**src/rtl/vga_pkg.sv**
```systemverilog
// vga_pkg: shared VGA timing constants and a small decode helper.
//   DEF_* : default 640x480@60 timing (pixels / lines) and clk-per-pixel
//   H_TOTAL, V_TOTAL, HS_*/VS_* : derived totals and sync windows
//   (each window is half-open: START <= count < END)
//   in_window() : unsigned half-open range test on a 10-bit counter
package vga_pkg;

  localparam int CNT_W     = 10;
  localparam int MAX_TOTAL = 1 << CNT_W;

  localparam int DEF_CLK_DIV   = 2;

  localparam int DEF_H_VISIBLE = 640;
  localparam int DEF_H_FP      = 16;
  localparam int DEF_H_SYNC    = 96;
  localparam int DEF_H_BP      = 48;

  localparam int DEF_V_VISIBLE = 480;
  localparam int DEF_V_FP      = 10;
  localparam int DEF_V_SYNC    = 2;
  localparam int DEF_V_BP      = 33;

  localparam int H_TOTAL  = DEF_H_VISIBLE + DEF_H_FP + DEF_H_SYNC + DEF_H_BP;
  localparam int V_TOTAL  = DEF_V_VISIBLE + DEF_V_FP + DEF_V_SYNC + DEF_V_BP;
  localparam int HS_START = DEF_H_VISIBLE + DEF_H_FP;
  localparam int HS_END   = HS_START + DEF_H_SYNC;
  localparam int VS_START = DEF_V_VISIBLE + DEF_V_FP;
  localparam int VS_END   = VS_START + DEF_V_SYNC;

  function automatic logic in_window(input logic [CNT_W-1:0] v,
                                     input int lo, input int hi);
    return (int'(v) >= lo) && (int'(v) < hi);
  endfunction

endpackage

```
**src/rtl/mod_counter.sv**
```systemverilog
// mod_counter: modulo-MODULUS up-counter with synchronous active-high reset.
//   Clk   : clock
//   Reset : synchronous reset, clears count
//   en    : advance by one on this edge
//   count : current value, 0..MODULUS-1
//   wrap  : combinational, high when the enabled edge takes count back to 0
module mod_counter
  import vga_pkg::*;
#(
  parameter int MODULUS = H_TOTAL
) (
  input  logic             Clk,
  input  logic             Reset,
  input  logic             en,
  output logic [CNT_W-1:0] count,
  output logic             wrap
);

  localparam logic [CNT_W-1:0] LAST = CNT_W'(MODULUS - 1);

  logic [CNT_W-1:0] count_q, count_d;

  assign wrap  = en && (count_q == LAST);
  assign count = count_q;

  always_comb begin
    count_d = count_q;
    if (en) begin
      count_d = (count_q == LAST) ? '0 : count_q + CNT_W'(1);
    end
  end

  always_ff @(posedge Clk) begin
    if (Reset) count_q <= '0;
    else       count_q <= count_d;
  end

endmodule

```
**src/rtl/vga_timing_gen.sv**
```systemverilog
// vga_timing_gen: VGA raster timing generator on a single clock.
//   Clk, Reset   : clock, synchronous active-high reset
//   pix_en       : one-Clk pulse per pixel advance (every CLK_DIV clocks)
//   DrawX, DrawY : current pixel / line counters
//   VGA_HS/VS    : active-low syncs, registered
//   VGA_BLANK_N  : high inside the visible area, registered
//   VGA_SYNC_N   : constant 0 (no sync-on-green)
//   frame_start  : one-Clk pulse on the first cycle of each new frame
module vga_timing_gen
  import vga_pkg::*;
#(
  parameter int CLK_DIV   = DEF_CLK_DIV,
  parameter int H_VISIBLE = DEF_H_VISIBLE,
  parameter int H_FP      = DEF_H_FP,
  parameter int H_SYNC    = DEF_H_SYNC,
  parameter int H_BP      = DEF_H_BP,
  parameter int V_VISIBLE = DEF_V_VISIBLE,
  parameter int V_FP      = DEF_V_FP,
  parameter int V_SYNC    = DEF_V_SYNC,
  parameter int V_BP      = DEF_V_BP
) (
  input  logic             Clk,
  input  logic             Reset,
  output logic             pix_en,
  output logic [CNT_W-1:0] DrawX,
  output logic [CNT_W-1:0] DrawY,
  output logic             VGA_HS,
  output logic             VGA_VS,
  output logic             VGA_BLANK_N,
  output logic             VGA_SYNC_N,
  output logic             frame_start
);

  localparam int H_TOT = H_VISIBLE + H_FP + H_SYNC + H_BP;
  localparam int V_TOT = V_VISIBLE + V_FP + V_SYNC + V_BP;
  localparam int HS_LO = H_VISIBLE + H_FP;
  localparam int HS_HI = HS_LO + H_SYNC;
  localparam int VS_LO = V_VISIBLE + V_FP;
  localparam int VS_HI = VS_LO + V_SYNC;

  localparam int                DIV_W    = (CLK_DIV > 1) ? $clog2(CLK_DIV) : 1;
  localparam logic [DIV_W-1:0]  DIV_LAST = DIV_W'(CLK_DIV - 1);

  generate
    if (CLK_DIV < 1 || H_TOT > MAX_TOTAL || V_TOT > MAX_TOTAL) begin : g_bad_params
      $error("vga_timing_gen: illegal parameters (CLK_DIV < 1 or total > 1024)");
    end
  endgenerate

  logic [DIV_W-1:0] div_q, div_d;
  logic             pix_en_q, pix_en_d;
  logic             hs_q, hs_d;
  logic             vs_q, vs_d;
  logic             blank_n_q, blank_n_d;
  logic             frame_start_q, frame_start_d;
  logic [CNT_W-1:0] x_q, y_q, x_d, y_d;
  logic             h_wrap, v_wrap;

  mod_counter #(.MODULUS(H_TOT)) u_h_cnt (
    .Clk   (Clk),
    .Reset (Reset),
    .en    (pix_en_q),
    .count (x_q),
    .wrap  (h_wrap)
  );

  // v_wrap implies h_wrap, so both counters return to 0 on the same edge.
  mod_counter #(.MODULUS(V_TOT)) u_v_cnt (
    .Clk   (Clk),
    .Reset (Reset),
    .en    (h_wrap),
    .count (y_q),
    .wrap  (v_wrap)
  );

  always_comb begin
    div_d    = (div_q == DIV_LAST) ? '0 : div_q + DIV_W'(1);
    pix_en_d = (div_q == DIV_LAST);

    // Mirror the counters' next values so the sync/blank flops can be
    // decoded one cycle early and update on the same edge as DrawX/DrawY.
    x_d = x_q;
    if (h_wrap)        x_d = '0;
    else if (pix_en_q) x_d = x_q + CNT_W'(1);

    y_d = y_q;
    if (v_wrap)      y_d = '0;
    else if (h_wrap) y_d = y_q + CNT_W'(1);

    hs_d          = !in_window(x_d, HS_LO, HS_HI);
    vs_d          = !in_window(y_d, VS_LO, VS_HI);
    blank_n_d     = in_window(x_d, 0, H_VISIBLE) && in_window(y_d, 0, V_VISIBLE);
    frame_start_d = v_wrap;
  end

  always_ff @(posedge Clk) begin
    if (Reset) begin
      div_q         <= '0;
      pix_en_q      <= 1'b0;
      hs_q          <= 1'b1;
      vs_q          <= 1'b1;
      blank_n_q     <= 1'b1;
      frame_start_q <= 1'b0;
    end else begin
      div_q         <= div_d;
      pix_en_q      <= pix_en_d;
      hs_q          <= hs_d;
      vs_q          <= vs_d;
      blank_n_q     <= blank_n_d;
      frame_start_q <= frame_start_d;
    end
  end

  assign pix_en      = pix_en_q;
  assign DrawX       = x_q;
  assign DrawY       = y_q;
  assign VGA_HS      = hs_q;
  assign VGA_VS      = vs_q;
  assign VGA_BLANK_N = blank_n_q;
  assign VGA_SYNC_N  = 1'b0;
  assign frame_start = frame_start_q;

endmodule

```
**config.mk**
```make
export PLATFORM = sky130hd
export DESIGN_NAME = vga_timing_gen
export DESIGN_NICKNAME = d
export VERILOG_FILES = /design/src/rtl/vga_pkg.sv /design/src/rtl/mod_counter.sv /design/src/rtl/vga_timing_gen.sv
export SDC_FILE = /design/constraint.sdc
export NUM_CORES = 1
export LEC_CHECK = 0
export BUFFER_PORTS_ARGS = -buffer_cell sky130_fd_sc_hd__buf_2
export CAP_MARGIN = 40
export CORE_ASPECT_RATIO = 2
export CORE_MARGIN = 5
export CORE_UTILIZATION = 40
export DETAILED_ROUTE_END_ITERATION = 12
export GPL_TIMING_DRIVEN = 0
export SLEW_MARGIN = 20
export SYNTH_ARGS = -nofsm -noshare
export SYNTH_HDL_FRONTEND = slang
export SYNTH_SLANG_ARGS = --single-unit
```
**constraint.sdc**
```tcl
create_clock -name Clk -period 3.8 [get_ports Clk]
set_clock_uncertainty 0.05 [all_clocks]
set_input_delay 0 -clock Clk [delete_from_list [all_inputs] [get_ports Clk]]
set_output_delay 0 -clock Clk [all_outputs]
set_load 0.05 [all_outputs]
```
; ---- After elaboration in Yosys (flattened, before gate mapping)
; Cells that the tools add are included.
[word_totals]
ff_bits = 26
latchBits = 0
mem_bits_rw = 0
rom_bits = 0
input_bits = 2
output_inout_bits = 26
wordCells = 33
memories = 0
[op_classes]
n_addsub = 3
n_mul = 0
n_div = 0
order_cmp = 6
eq_ne = 2
shift = 0
n_mux = 6
bitwise = 0
reduce_logical = 8
[op_table]
columns = cell, n
row1 = 10-bit 2-to-1 mux, 6
row2 = "10-bit by 1-bit adder with 10-bit output, second input constant", 2
row3 = "10-bit equality test, second input constant", 2
row4 = "10-bit < comparator, second input constant", 2
row5 = "10-bit by 9-bit < comparator with 1-bit output, second input constant", 2
row6 = "10-bit greater-or-equal comparator, second input constant", 1
row7 = "10-bit by 9-bit greater-or-equal comparator with 1-bit output, second input constant", 1
row8 = 1-bit logical AND, 5
row9 = 1-bit zero test, 2
row10 = 2-bit OR reduction, 1
row11 = "1-bit adder, second input constant", 1

; ---- Logic depth before layout (Yosys ltp)
[logic_depth]
ltp_word = 7
ltp_mapped = 8

; ---- Modules after synthesis
; Synthesis repeated with hierarchy kept, for this count alone.
[hier_totals]
cells_unflattened = 175
hier_area_um2 = 1535.2
[modules_own_cells]
columns = module, n_inst, cells_each, area_per_inst_um2
row1 = vga_timing_gen, 1, 67, 546.8
row2 = mod_counter at u_v_cnt, 1, 54, 501.7
row3 = mod_counter at u_h_cnt, 1, 54, 486.7

; ---- Worst setup path after synthesis
; No wires, ideal clock.
[synth_timing]
path_kind = register to register
start = register pix_en_q (netlist: pix_en)
end = register vs_q (netlist: VGA_VS)
setup_time_ns = 0.141
arrival_ns = 2.133
t_required_ns = 3.609
slack_ns = 1.477
stages_incl_launch_ff = 9
n_path_buf = 2
synth_period_minus_slack_ns = 2.323
cell_sequence = dfxtp_1 > buf_2 > and4_1 > and4_1 > buf_6 > nand2_1 > xnor2_1 > nor4b_4 > o2111ai_1
[synth_between]
elab_chain_cells = 6
word_cells_on_any_way = 8
[synth_rtl]
columns = element, line_no
row1 = from (decl), vga_timing_gen.sv:51  ; logic pix_en_q, pix_en_d;
row2 = from (signal assigned), vga_timing_gen.sv:106  ; pix_en_q <= pix_en_d;
row3 = 1-bit logical AND *, mod_counter.sv:23  ; assign wrap = en && (count_q == LAST);
row4 = 10-bit 2-to-1 mux or 1-bit logical AND (tied branches), "vga_timing_gen.sv:88, mod_counter.sv:23"
row5 = 10-bit 2-to-1 mux *, vga_timing_gen.sv:87  ; if (v_wrap) y_d = '0;
row6 = 10-bit by 9-bit greater-or-equal comparator with 1-bit output or 10-bit by 9-bit < comparator with 1-bit output (tied branches), vga_pkg.sv:32  ; return (int'(v) >= lo) && (int'(v) < hi);
row7 = 1-bit logical AND *, vga_pkg.sv:32
row8 = 1-bit zero test *, vga_timing_gen.sv:91  ; vs_d = !in_window(y_d, VS_LO, VS_HI);
row9 = to (signal assigned), vga_timing_gen.sv:108  ; vs_q <= vs_d;
row10 = to (decl), vga_timing_gen.sv:53  ; logic vs_q, vs_d;
; Mark *: on every way between the ends. The rest lies on a longest branch, timed or not.
; A chain may end at the register's enable or synchronous reset.

; ---- Final worst setup path
[layout_timing]
start = register u_h_cnt.count_q[5] (netlist: u_h_cnt.count[5])
end = register vs_q (netlist: VGA_VS)
[layout_between]
elab_chain_cells = 7
word_cells_on_any_way = 9
[layout_rtl]
columns = element, line_no
row1 = from (decl), mod_counter.sv:21  ; logic [CNT_W-1:0] count_q, count_d;
row2 = from (signal assigned), mod_counter.sv:35  ; else count_q <= count_d;
row3 = 10-bit equality test *, mod_counter.sv:23
row4 = 1-bit logical AND *, mod_counter.sv:23
row5 = 10-bit 2-to-1 mux or 1-bit logical AND (tied branches), "vga_timing_gen.sv:88, mod_counter.sv:23"
row6 = 10-bit 2-to-1 mux *, vga_timing_gen.sv:87
row7 = 10-bit by 9-bit greater-or-equal comparator with 1-bit output or 10-bit by 9-bit < comparator with 1-bit output (tied branches), vga_pkg.sv:32
row8 = 1-bit logical AND *, vga_pkg.sv:32
row9 = 1-bit zero test *, vga_timing_gen.sv:91
; Marks and branches as above.

==> results.json <==
{
  "outcome": "complete, no violations",
  "period_minus_slack_ns": 2.253,
  "synthSimpleGateAreaFrac_pct": 36.21,
  "reg2reg_depth": 7,
  "tns_ns": 0,
  "viasPerCell": 5.104,
  "synth_edf_count": 0,
  "nNetsFinal": 209,
  "max_freq_mhz": 443.9,
  "report.final.slew_viol_count": 0,
  "vias": 1281,
  "antenna_left": 0,
  "async_reset_ff_share_pct": 0,
  "r2r-start": "u_h_cnt.count[5]",
  "hold_path.class": "in -> reg",
  "grt_use_met3_pct": 2.212,
  "die_area_sq_mm": 0.004966,
  "htreeDepth": 1,
  "grt_overflow": 0,
  "drc": 0,
  "syn_inst": 174,
  "drive_gt1_share_pct": 22.28,
  "crit_fanout": 10,
  "antenna-diode-count": 0,
  "synth_area_leader_cell": "dfxtp_1",
  "cts_hold_buffers": 0,
  "hold_violations": 0,
  "pre_cts_ws_ns": 1.566,
  "fin_ws_ns": 1.547,
  "met2_usage_pct": 27.39,
  "grt_pass1_vias": 1257,
  "first_pass_iters": 4,
  "r2r_slack_ns": 1.55,
  "worstHoldPathCells": 2,
  "synthXorXnorAreaFrac_pct": 7.311,
  "numCtsBuffers": 3,
  "slew_headroom_pct": 66.28,
  "clkPwrFrac_pct": 34.0,
  "worst_pin_slew_ns": 0.5020,
  "final-setup-viol-count": 0,
  "p_sw_mw": 0.09990,
  "grt_antenna_before_repair": 0,
  "synth-seq-cells": 26,
  "yosysUniqueCellTypes": 43,
  "cp-start-kind": "register",
  "crit_arrival_ns": 2.34,
  "clock_sinks": 26,
  "grt_max_degree": 14,
  "clockBufferDepth": 2,
  "syn_to_final_growth_pct": 15.84,
  "syn-cell-area_sq_mm": 0.001438,
  "synthTopCellsByCount": "nor2_1, dfxtp_1, nand2_1",
  "end_kind": "register",
  "grt_use_total_pct": 14.43,
  "initial_core_util_pct": 40.29,
  "synthAdderAreaFrac_pct": 2.611,
  "required_ns": 3.88,
  "synth_top_area_share_pct": 36.21,
  "reg2reg_to": "VGA_VS",
  "seq_power_share_pct": 61.3,
  "synth.avg_cell_area_sq_um": 8.262,
  "grt_pass1_wl_microns": 5540,
  "wire_per_inst_microns": 13.12,
  "fp-row-count": 31,
  "peakVddDrop_uv": 202.3,
  "synth_top_family_by_area": "simple AND/OR/NAND/NOR gates",
  "ctsResizeCount": 0,
  "cts_root_buf": "clkbuf_8",
  "min_to": "pix_en",
  "top_usage_layer": "met2",
  "cellPowerDensity_mw_per_mm2": 270.8,
  "hpwl_microns": 2597,
  "rsz0062_at_grt": "no",
  "synth_top_flop_cell": "dfxtp_1",
  "cts_tree": "done",
  "post_cts_buffers": 0,
  "ys_warn_count": 0,
  "synth_most_common_cell": "nor2_1",
  "synth_mux_area_share_pct": 2.524,
  "clock_latency_ns": 0.27,
  "io_pins": 28,
  "p_sw_share_pct": 22.15,
  "crit_type": "reg -> reg",
  "hp-start": "Reset",
  "maxCapViolCount": 0,
  "min_period_over_period_pct": 59.28,
  "synth_fp_nets": 179,
  "p_leak_nw": 0.6220,
  "portBuffers": 25,
  "p_int_mw": 0.3510,
  "seq_area_sq_um": 520.5,
  "ys_seq_area_share_pct": 36.21,
  "wl_microns": 3293,
  "fp.dieW_microns": 52.39,
  "fillers": 391,
  "coreArea_sq_mm": 0.003568,
  "gp_congestion": 0.9017,
  "synth_area_leaders": "dfxtp_1, nor2_1, nand2_1",
  "path_clk_slew_ns": 0.09,
  "drt_iter0_drc": 23,
  "pwr-share-comb_pct": 4.7,
  "synth_compound_area_share_pct": 10.27,
  "chipHeight_microns": 94.78,
  "multiInputGateArea_sq_um": 850.8,
  "grtUsageMet1_pct": 14.47
}
==> per-stage QoR <==
step / area (sq um) / util (%) / cells / hold WS, ns / power [mW]
2_1_floorplan: 1438 / - / 174 / 0.2307 / 0.2999
3_3_place_gp: 1624 / 45.51 / 248 / 0.2897 / 0.3039
3_5_place_dp: 1624 / 45.51 / 248 / 0.2972 / 0.3045
4_1_cts: 1665 / 46.67 / 251 / 0.02092 / 0.4585
5_1_grt: 1665 / 46.67 / 251 / 0.06330 / 0.4678
6_report: 1665 / 46.67 / 251 / 0.02317 / 0.4509
==> state kept, by name, indices dropped and copies added, names as in the netlist <==
name           count
u_h_cnt.count     10
u_v_cnt.count     10
VGA_BLANK_N        1
VGA_HS             1
VGA_VS             1
div_q              1
frame_start        1
pix_en             1
==> layer usage <==
| metal | wire, microns | vias to the layer above |
|---|---|---|
| li1 | - | 656 |
| met5 | 0 | - |
| met1 | 1254 | 583 |
| met4 | 104 | 0 |
| met2 | 1801 | 32 |
| met3 | 133 | 10 |
==> power by group through the flow <==
stage / logic (mW) / registers [mW] / clock network, mW
after floorplan: 0.0112 / 0.289 / 0
after global placement: 0.0210 / 0.283 / 0
after detailed placement: 0.0214 / 0.283 / 0
after CTS: 0.0215 / 0.277 / 0.160
after global routing: 0.0231 / 0.277 / 0.168
final: 0.0210 / 0.277 / 0.153
==> worst max-delay path by stage <==
stage | from | end | slack, ns
floorplan | pix_en | VGA_VS | 1.48
global placement | u_h_cnt.count[5] | VGA_VS | 1.60
detailed placement | u_h_cnt.count[5] | VGA_VS | 1.57
CTS | u_h_cnt.count[5] | VGA_VS | 1.54
global route | u_v_cnt.count[0] | VGA_VS | 1.41
finish | u_h_cnt.count[5] | VGA_VS | 1.55
==> cell usage in the layout (no fill, tap or decap), drive strengths merged, types with 6 or more instances in the layout <==
cell type	n
a21oi	10
nor2	30
nand3	7
buf	29
xnor2	8
clkbuf	6
inv	7
nand2	20
nor3	8
dfxtp	26
==> worst max-delay path: stages (launching register included) <==
cell	delay, ns
dfxtp_1	0.41
nor4b_4	0.46
and4_1	0.30
buf_6	0.15
nand2_1	0.06
xnor2_1	0.17
nor4b_4	0.35
o2111ai_1	0.16
==> cells by family after synthesis <==
kind of cell               after synthesis
buffers and inverters                   14
adders and majority gates                3
DFF                                     26
and+or+nand+nor                         91
AOI/OAI and AO/OA                       24
xor gates and xnor gates                12
other                                    1
muxes                                    3
==> cell type report <==
cell class	instances	area share [%]
multi-input cells	134	51.09
flip-flops and latches	26	31.25
repair buffers	25	7.513
clock buffers	3	2.479
inverters	7	1.578
well taps	49	3.681
plain buffers	7	2.404
Power figures use the tool's default switching activity.
